[src/rtl/serial_sub_pkg.sv]
`default_nettype none
// ============================================================================
// Module   : serial_sub_pkg
// Purpose  : Shared types and constants for the bit-serial subtractor.
//            Holds the FSM state encoding and the default operand width.
// Revision : 1.0  initial release
// ============================================================================
package serial_sub_pkg;

    // Default operand/result width in bits.
    localparam int c_DEFAULT_WIDTH = 8;

    typedef enum logic [1:0] {
        IDLE = 2'd0,
        RUN  = 2'd1,
        DONE = 2'd2
    } ssub_state_t;

endpackage : serial_sub_pkg
`default_nettype wire

[src/rtl/full_subtractor.sv]
`default_nettype none
// ============================================================================
// Module   : full_subtractor
// Purpose  : One-bit combinational full subtractor cell, d = x - y - bin.
// Ports    : x    in  1  minuend bit
//            y    in  1  subtrahend bit
//            bin  in  1  borrow in
//            d    out 1  difference bit
//            bout out 1  borrow out
// Revision : 1.0  initial release
// ============================================================================
module full_subtractor (
    input  logic x,
    input  logic y,
    input  logic bin,
    output logic d,
    output logic bout
);

    logic w_xy;

    assign w_xy = x ^ y;
    assign d    = w_xy ^ bin;
    // Borrow when x=0,y=1, or when x==y and a borrow ripples in.
    assign bout = (~x & y) | (~w_xy & bin);

endmodule : full_subtractor
`default_nettype wire

[src/rtl/serial_subtractor.sv]
`default_nettype none
// ============================================================================
// Module   : serial_subtractor
// Purpose  : Bit-serial WIDTH-bit subtractor, diff = a - b, LSB first, one
//            bit per clock, built around a single full_subtractor cell and a
//            borrow flip-flop. start/done handshake.
// Ports    : clk        in   1      rising-edge clock
//            rst        in   1      synchronous active-high reset
//            start      in   1      request, sampled only in IDLE
//            a, b       in   WIDTH  operands, captured on the accepting edge
//            busy       out  1      high while not IDLE
//            done       out  1      one-cycle result-valid pulse
//            diff       out  WIDTH  a - b modulo 2^WIDTH
//            borrow_out out  1      1 iff a < b (unsigned)
//            ovf        out  1      signed overflow flag
// Config   : SERIAL_SUB_OVF_EN - when defined, ovf reports two's-complement
//            overflow; otherwise ovf is tied to 0 and no MSB latches exist.
// Revision : 1.0  initial release
// ============================================================================
module serial_subtractor
    import serial_sub_pkg::*;
#(
    parameter int WIDTH = c_DEFAULT_WIDTH
) (
    input  logic             clk,
    input  logic             rst,
    input  logic             start,
    input  logic [WIDTH-1:0] a,
    input  logic [WIDTH-1:0] b,
    output logic             busy,
    output logic             done,
    output logic [WIDTH-1:0] diff,
    output logic             borrow_out,
    output logic             ovf
);

    localparam int            c_CW   = (WIDTH > 1) ? $clog2(WIDTH) : 1;
    localparam logic [c_CW-1:0] c_LAST = c_CW'(WIDTH - 1);

    ssub_state_t      r_state;
    logic [WIDTH-1:0] r_a_sh;
    logic [WIDTH-1:0] r_b_sh;
    logic [WIDTH-1:0] r_d_sh;
    logic [c_CW-1:0]  r_cnt;
    logic             r_borrow;
    logic             r_busy;
    logic             r_done;
    logic [WIDTH-1:0] r_diff;
    logic             r_borrow_out;
    logic             w_d;
    logic             w_bout;

    full_subtractor u_cell (
        .x    (r_a_sh[0]),
        .y    (r_b_sh[0]),
        .bin  (r_borrow),
        .d    (w_d),
        .bout (w_bout)
    );

    always_ff @(posedge clk) begin
        if (rst) begin
            r_state      <= IDLE;
            r_a_sh       <= '0;
            r_b_sh       <= '0;
            r_d_sh       <= '0;
            r_cnt        <= '0;
            r_borrow     <= 1'b0;
            r_busy       <= 1'b0;
            r_done       <= 1'b0;
            r_diff       <= '0;
            r_borrow_out <= 1'b0;
        end else begin
            r_done <= 1'b0;
            case (r_state)
                IDLE: begin
                    if (start) begin
                        r_a_sh   <= a;
                        r_b_sh   <= b;
                        r_borrow <= 1'b0;
                        r_cnt    <= '0;
                        r_busy   <= 1'b1;
                        r_state  <= RUN;
                    end
                end
                RUN: begin
                    // Difference bits enter at the MSB so that after WIDTH
                    // shifts the LSB-first result sits in natural order.
                    r_d_sh   <= {w_d, r_d_sh[WIDTH-1:1]};
                    r_a_sh   <= r_a_sh >> 1;
                    r_b_sh   <= r_b_sh >> 1;
                    r_borrow <= w_bout;
                    if (r_cnt == c_LAST) begin
                        r_state <= DONE;
                    end else begin
                        r_cnt <= r_cnt + c_CW'(1);
                    end
                end
                DONE: begin
                    r_diff       <= r_d_sh;
                    r_borrow_out <= r_borrow;
                    r_done       <= 1'b1;
                    r_busy       <= 1'b0;
                    r_state      <= IDLE;
                end
                default: begin
                    r_busy  <= 1'b0;
                    r_state <= IDLE;
                end
            endcase
        end
    end

    assign busy       = r_busy;
    assign done       = r_done;
    assign diff       = r_diff;
    assign borrow_out = r_borrow_out;

`ifdef SERIAL_SUB_OVF_EN
    logic r_a_msb;
    logic r_b_msb;
    logic r_ovf;

    // Operand sign bits are kept because the shift registers lose them.
    always_ff @(posedge clk) begin
        if (rst) begin
            r_a_msb <= 1'b0;
            r_b_msb <= 1'b0;
            r_ovf   <= 1'b0;
        end else if (r_state == IDLE && start) begin
            r_a_msb <= a[WIDTH-1];
            r_b_msb <= b[WIDTH-1];
        end else if (r_state == DONE) begin
            r_ovf <= (r_a_msb != r_b_msb) && (r_d_sh[WIDTH-1] != r_a_msb);
        end
    end

    assign ovf = r_ovf;
`else
    assign ovf = 1'b0;
`endif

endmodule : serial_subtractor
`default_nettype wire
[config.mk]
export PLATFORM = sky130hd
export DESIGN_NAME = serial_subtractor
export DESIGN_NICKNAME = d
export VERILOG_FILES = /design/src/rtl/serial_sub_pkg.sv /design/src/rtl/full_subtractor.sv /design/src/rtl/serial_subtractor.sv
export SDC_FILE = /design/constraint.sdc
export NUM_CORES = 1
export LEC_CHECK = 0
export ABC_AREA = 1
export CELL_PAD_IN_SITES_DETAIL_PLACEMENT = 0
export CELL_PAD_IN_SITES_GLOBAL_PLACEMENT = 1
export CORE_ASPECT_RATIO = 1.4
export CORE_MARGIN = 10
export CORE_UTILIZATION = 39
export DETAILED_ROUTE_END_ITERATION = 12
export GPL_TIMING_DRIVEN = 0
export MAX_ROUTING_LAYER = met4
export PLACE_DENSITY = 0.8
export RECOVER_POWER = 25
export SLEW_MARGIN = 20
export SYNTH_ARGS = -nofsm -noshare
export SYNTH_HDL_FRONTEND = slang
export SYNTH_SLANG_ARGS = --single-unit
[constraint.sdc]
create_clock -name clk -period 3.5 [get_ports clk]
set_input_delay 0.35 -clock clk [delete_from_list [all_inputs] [get_ports clk]]
set_output_delay 0.35 -clock clk [all_outputs]
set_load 0.01 [all_outputs]
==> impl_metrics.ini <==
[yosys]
synth_top_family_by_area = simple AND/OR/NAND/NOR gates
syn-cell-area_um2 = 1770
synthMuxAreaShare_pct = 0
ys_seq_area_share_pct = 46.4
synth_cell_types = 19
synth_xor_area_share_pct = 0
synthSimpleGateAreaFrac_pct = 35.6
syn_area_per_cell_um2 = 6.58
synthCells = 269
syn-num-nets = 291
synth_compound_area_share_pct = 6.78
synth_warnings = 0
synth_adder_area_share_pct = 2.54
ys_ff_latch = 41

[cts]
cts_buffer_depth = 2
cts_resized = 0
clock_latency_ns = 0.29
htree_levels = 2
numCtsBuffers = 5
cts_tree = done
postCtsSetupBuffers = 0
clock-sinks = 41
cts_root_buffer = clkbuf_8
ctsHoldBuffers = 0
clkTransAtPathRegs_ns = 0.08

[pwr]
switching_share_pct = 26.6
total_power_uw = 938
p_int_uw = 688
pwr-share-comb_pct = 13.9
p_per_area_nw_per_um2 = 427
pwr-share-seq_pct = 54.3
p_sw_uw = 249
vdd_drop_max_v = 0.000188
p_leak_nw = 1.04
power_frac_clock_pct = 31.8

[die]
core-area_um2 = 4310
start_util_pct = 41.1
num_rows = 28
die_w_um = 76.9
io-pin-count = 31
dieArea_um2 = 7670
die_h_um = 99.7

[timing]
slew-limit-headroom_pct = 59.2
rsz0062_at_grt = false
tns_ns = 0
tightestPinTransition_ns = 0.610
fin_crit_ns = 1.78
clock_skew_ns = 0.00572
setup_viol = 0
report.final.slew_viol_count = 0
hold_viol = 0
fin_crit_sh_pct = 50.9
fmax_ghz = 0.561

[final_layout]
num-nets-final = 326
final_layout_size_suffix_gt1_share_pct = 4.59
final_cell_area_um2 = 2200
antennaDiodeCount = 0
synthToLayoutAreaGrowth_pct = 24.2

[critical_path]
cp.arrival_ns = 1.97
end_kind = register
cp-start-kind = register
r2r_start = r_state[1]
critical_path_class = reg -> reg
path_max_fanout = 10
crit_top_cell = nor2_1
cp_slowest_cell = nor2_1
cp_cell_sequence = inv_1 -> nor2_1 -> clkinv_1 -> nor2_1 -> nor2_1
r2r_slack_ns = 1.72
worstPathRequired_ns = 3.69
startpoint = r_state[1]
cp_slowest_stage_delay_ns = 0.49
r2r-end = diff[4]
rr_worst_depth = 5

[min_path]
hold_depth = 2
hp-class = in -> reg
hold_path_end = done
min_from = rst

[global_routing]
grt_pass1_vias = 1705
grt_overflow = 0
grt_max_degree = 13
grt_usage_pct = 11.8
grt_pass1_wl_um = 7420
antenna_found_initial = 0

[drt]
vias_per_cell = 4.42
drt_iter0_drc = 73
drc = 0
antenna_left = 0
num_vias = 1615
dr.pass1.iters = 4
wl_per_cell_um = 11.0
routed_wl_um = 4000

[job]
maxCapViolCount = 0

[place]
dpl_cell_area_um2 = 2130
routabilityCongestion = 0.751
io_buffers = 28
hpwl_um = 2970

[outcome]
status = finished, final reports clean
==> how the worst max path moves through the flow <==
stage	endpoint	slack (ns)	cells past startpoint
2_1_floorplan	borrow_out	2.35	5
3_3_place_gp	r_b_sh[2]	1.67	5
3_5_place_dp	r_b_sh[5]	1.67	5
4_1_cts	diff[7]	1.97	1
5_1_grt	diff[2]	1.45	5
6_report	diff[4]	1.72	5
==> cells in the final DEF (no fill, tap or decap), drive strengths merged <==
cell / count
clkinv: 3
ha: 2
clkdlybuf4s50: 28
nor2: 74
dfxtp: 41
buf: 5
conb: 1
a21oi: 6
fa: 1
inv: 24
nand3: 6
o21ai: 18
clkbuf: 13
nor3: 1
nand2: 82
==> state kept, by name, indices dropped and copies added (netlist names) <==
signal      count
borrow_out      1
r_a_sh          8
done            1
r_d_sh          8
r_b_sh          8
busy            1
r_cnt           3
r_state         2
diff            8
r_borrow        1
==> synthesized netlist by cell type <==
master,number,area share [%]
a21oi_1,6,1.7
buf_2,6,1.7
buf_4,1,0.42
clkbuf_1,5,1.1
clkinv_1,1,0.21
conb_1,1,0.21
dfxtp_1,41,46
fa_1,1,1.1
ha_1,2,1.4
inv_1,23,4.9
inv_2,1,0.21
nand2_1,82,17
nand3_1,6,1.7
nor2_1,72,15
nor2_2,1,0.35
nor2_4,1,0.64
nor3_1,1,0.28
o21ai_0,17,4.8
o21ai_1,1,0.28
==> metrics by stage <==
step / worst slack, ns / hold WS, ns / util (%) / instances
finish: 1.72 / 0.415 / 51.0 / 365
global route: 1.45 / 0.447 / 51.0 / 365
CTS: 1.97 / 0.419 / 51.2 / 365
detailed placement: 1.67 / 0.456 / 49.3 / 357
global placement: 1.67 / 0.451 / 49.3 / 357
floorplan: 2.35 / 0.440 / - / 269
==> power by group through the flow <==
stage               logic [mW]  registers [mW]  clock network, mW
global route             0.158           0.513              0.322
global placement         0.132           0.521                  0
finish                   0.130           0.509              0.298
floorplan               0.0887           0.518                  0
CTS                      0.133           0.510              0.309
detailed placement       0.133           0.521                  0
==> worst max-delay path: cells and delay by family (launching register included) <==
kind | cells | cell delay (ns)
buffers and inverters | 2 | 0.56
AND/OR/NAND/NOR | 3 | 0.74
flip-flops | 1 | 0.39
==> metal layers <==
metal / track usage, % / wire length [um] / vias up
li1: - / - / 877
met1: 12.3 / 1890 / 704
met2: 20.6 / 1900 / 29
met3: 3.33 / 153 / 5
met4: 4.88 / 57 / 0
met5: - / 0 / -
==> kinds of logic (layout without fill, tap and decap cells) <==
group                    count (synthesis)  after routing
adder cells (fa/ha/maj)                  3              3
other                                    1              1
flip-flops                              41             41
AO/OA/AOI/OAI                           24             24
AND/OR/NAND/NOR                        163            163
buffers and inverters                   37             73
==> layout make-up <==
cell class	count	area, um2
Clock inverter	2	10.0
Timing Repair Buffer	28	280
Clock buffer	6	72.6
Fill cell	489	2110
Buffer	12	53.8
Sequential cell	41	821
Tap cell	60	75.1
Multi-Input combinational cell	191	792
Inverter	25	93.8
(Power assumes the default switching activity.)
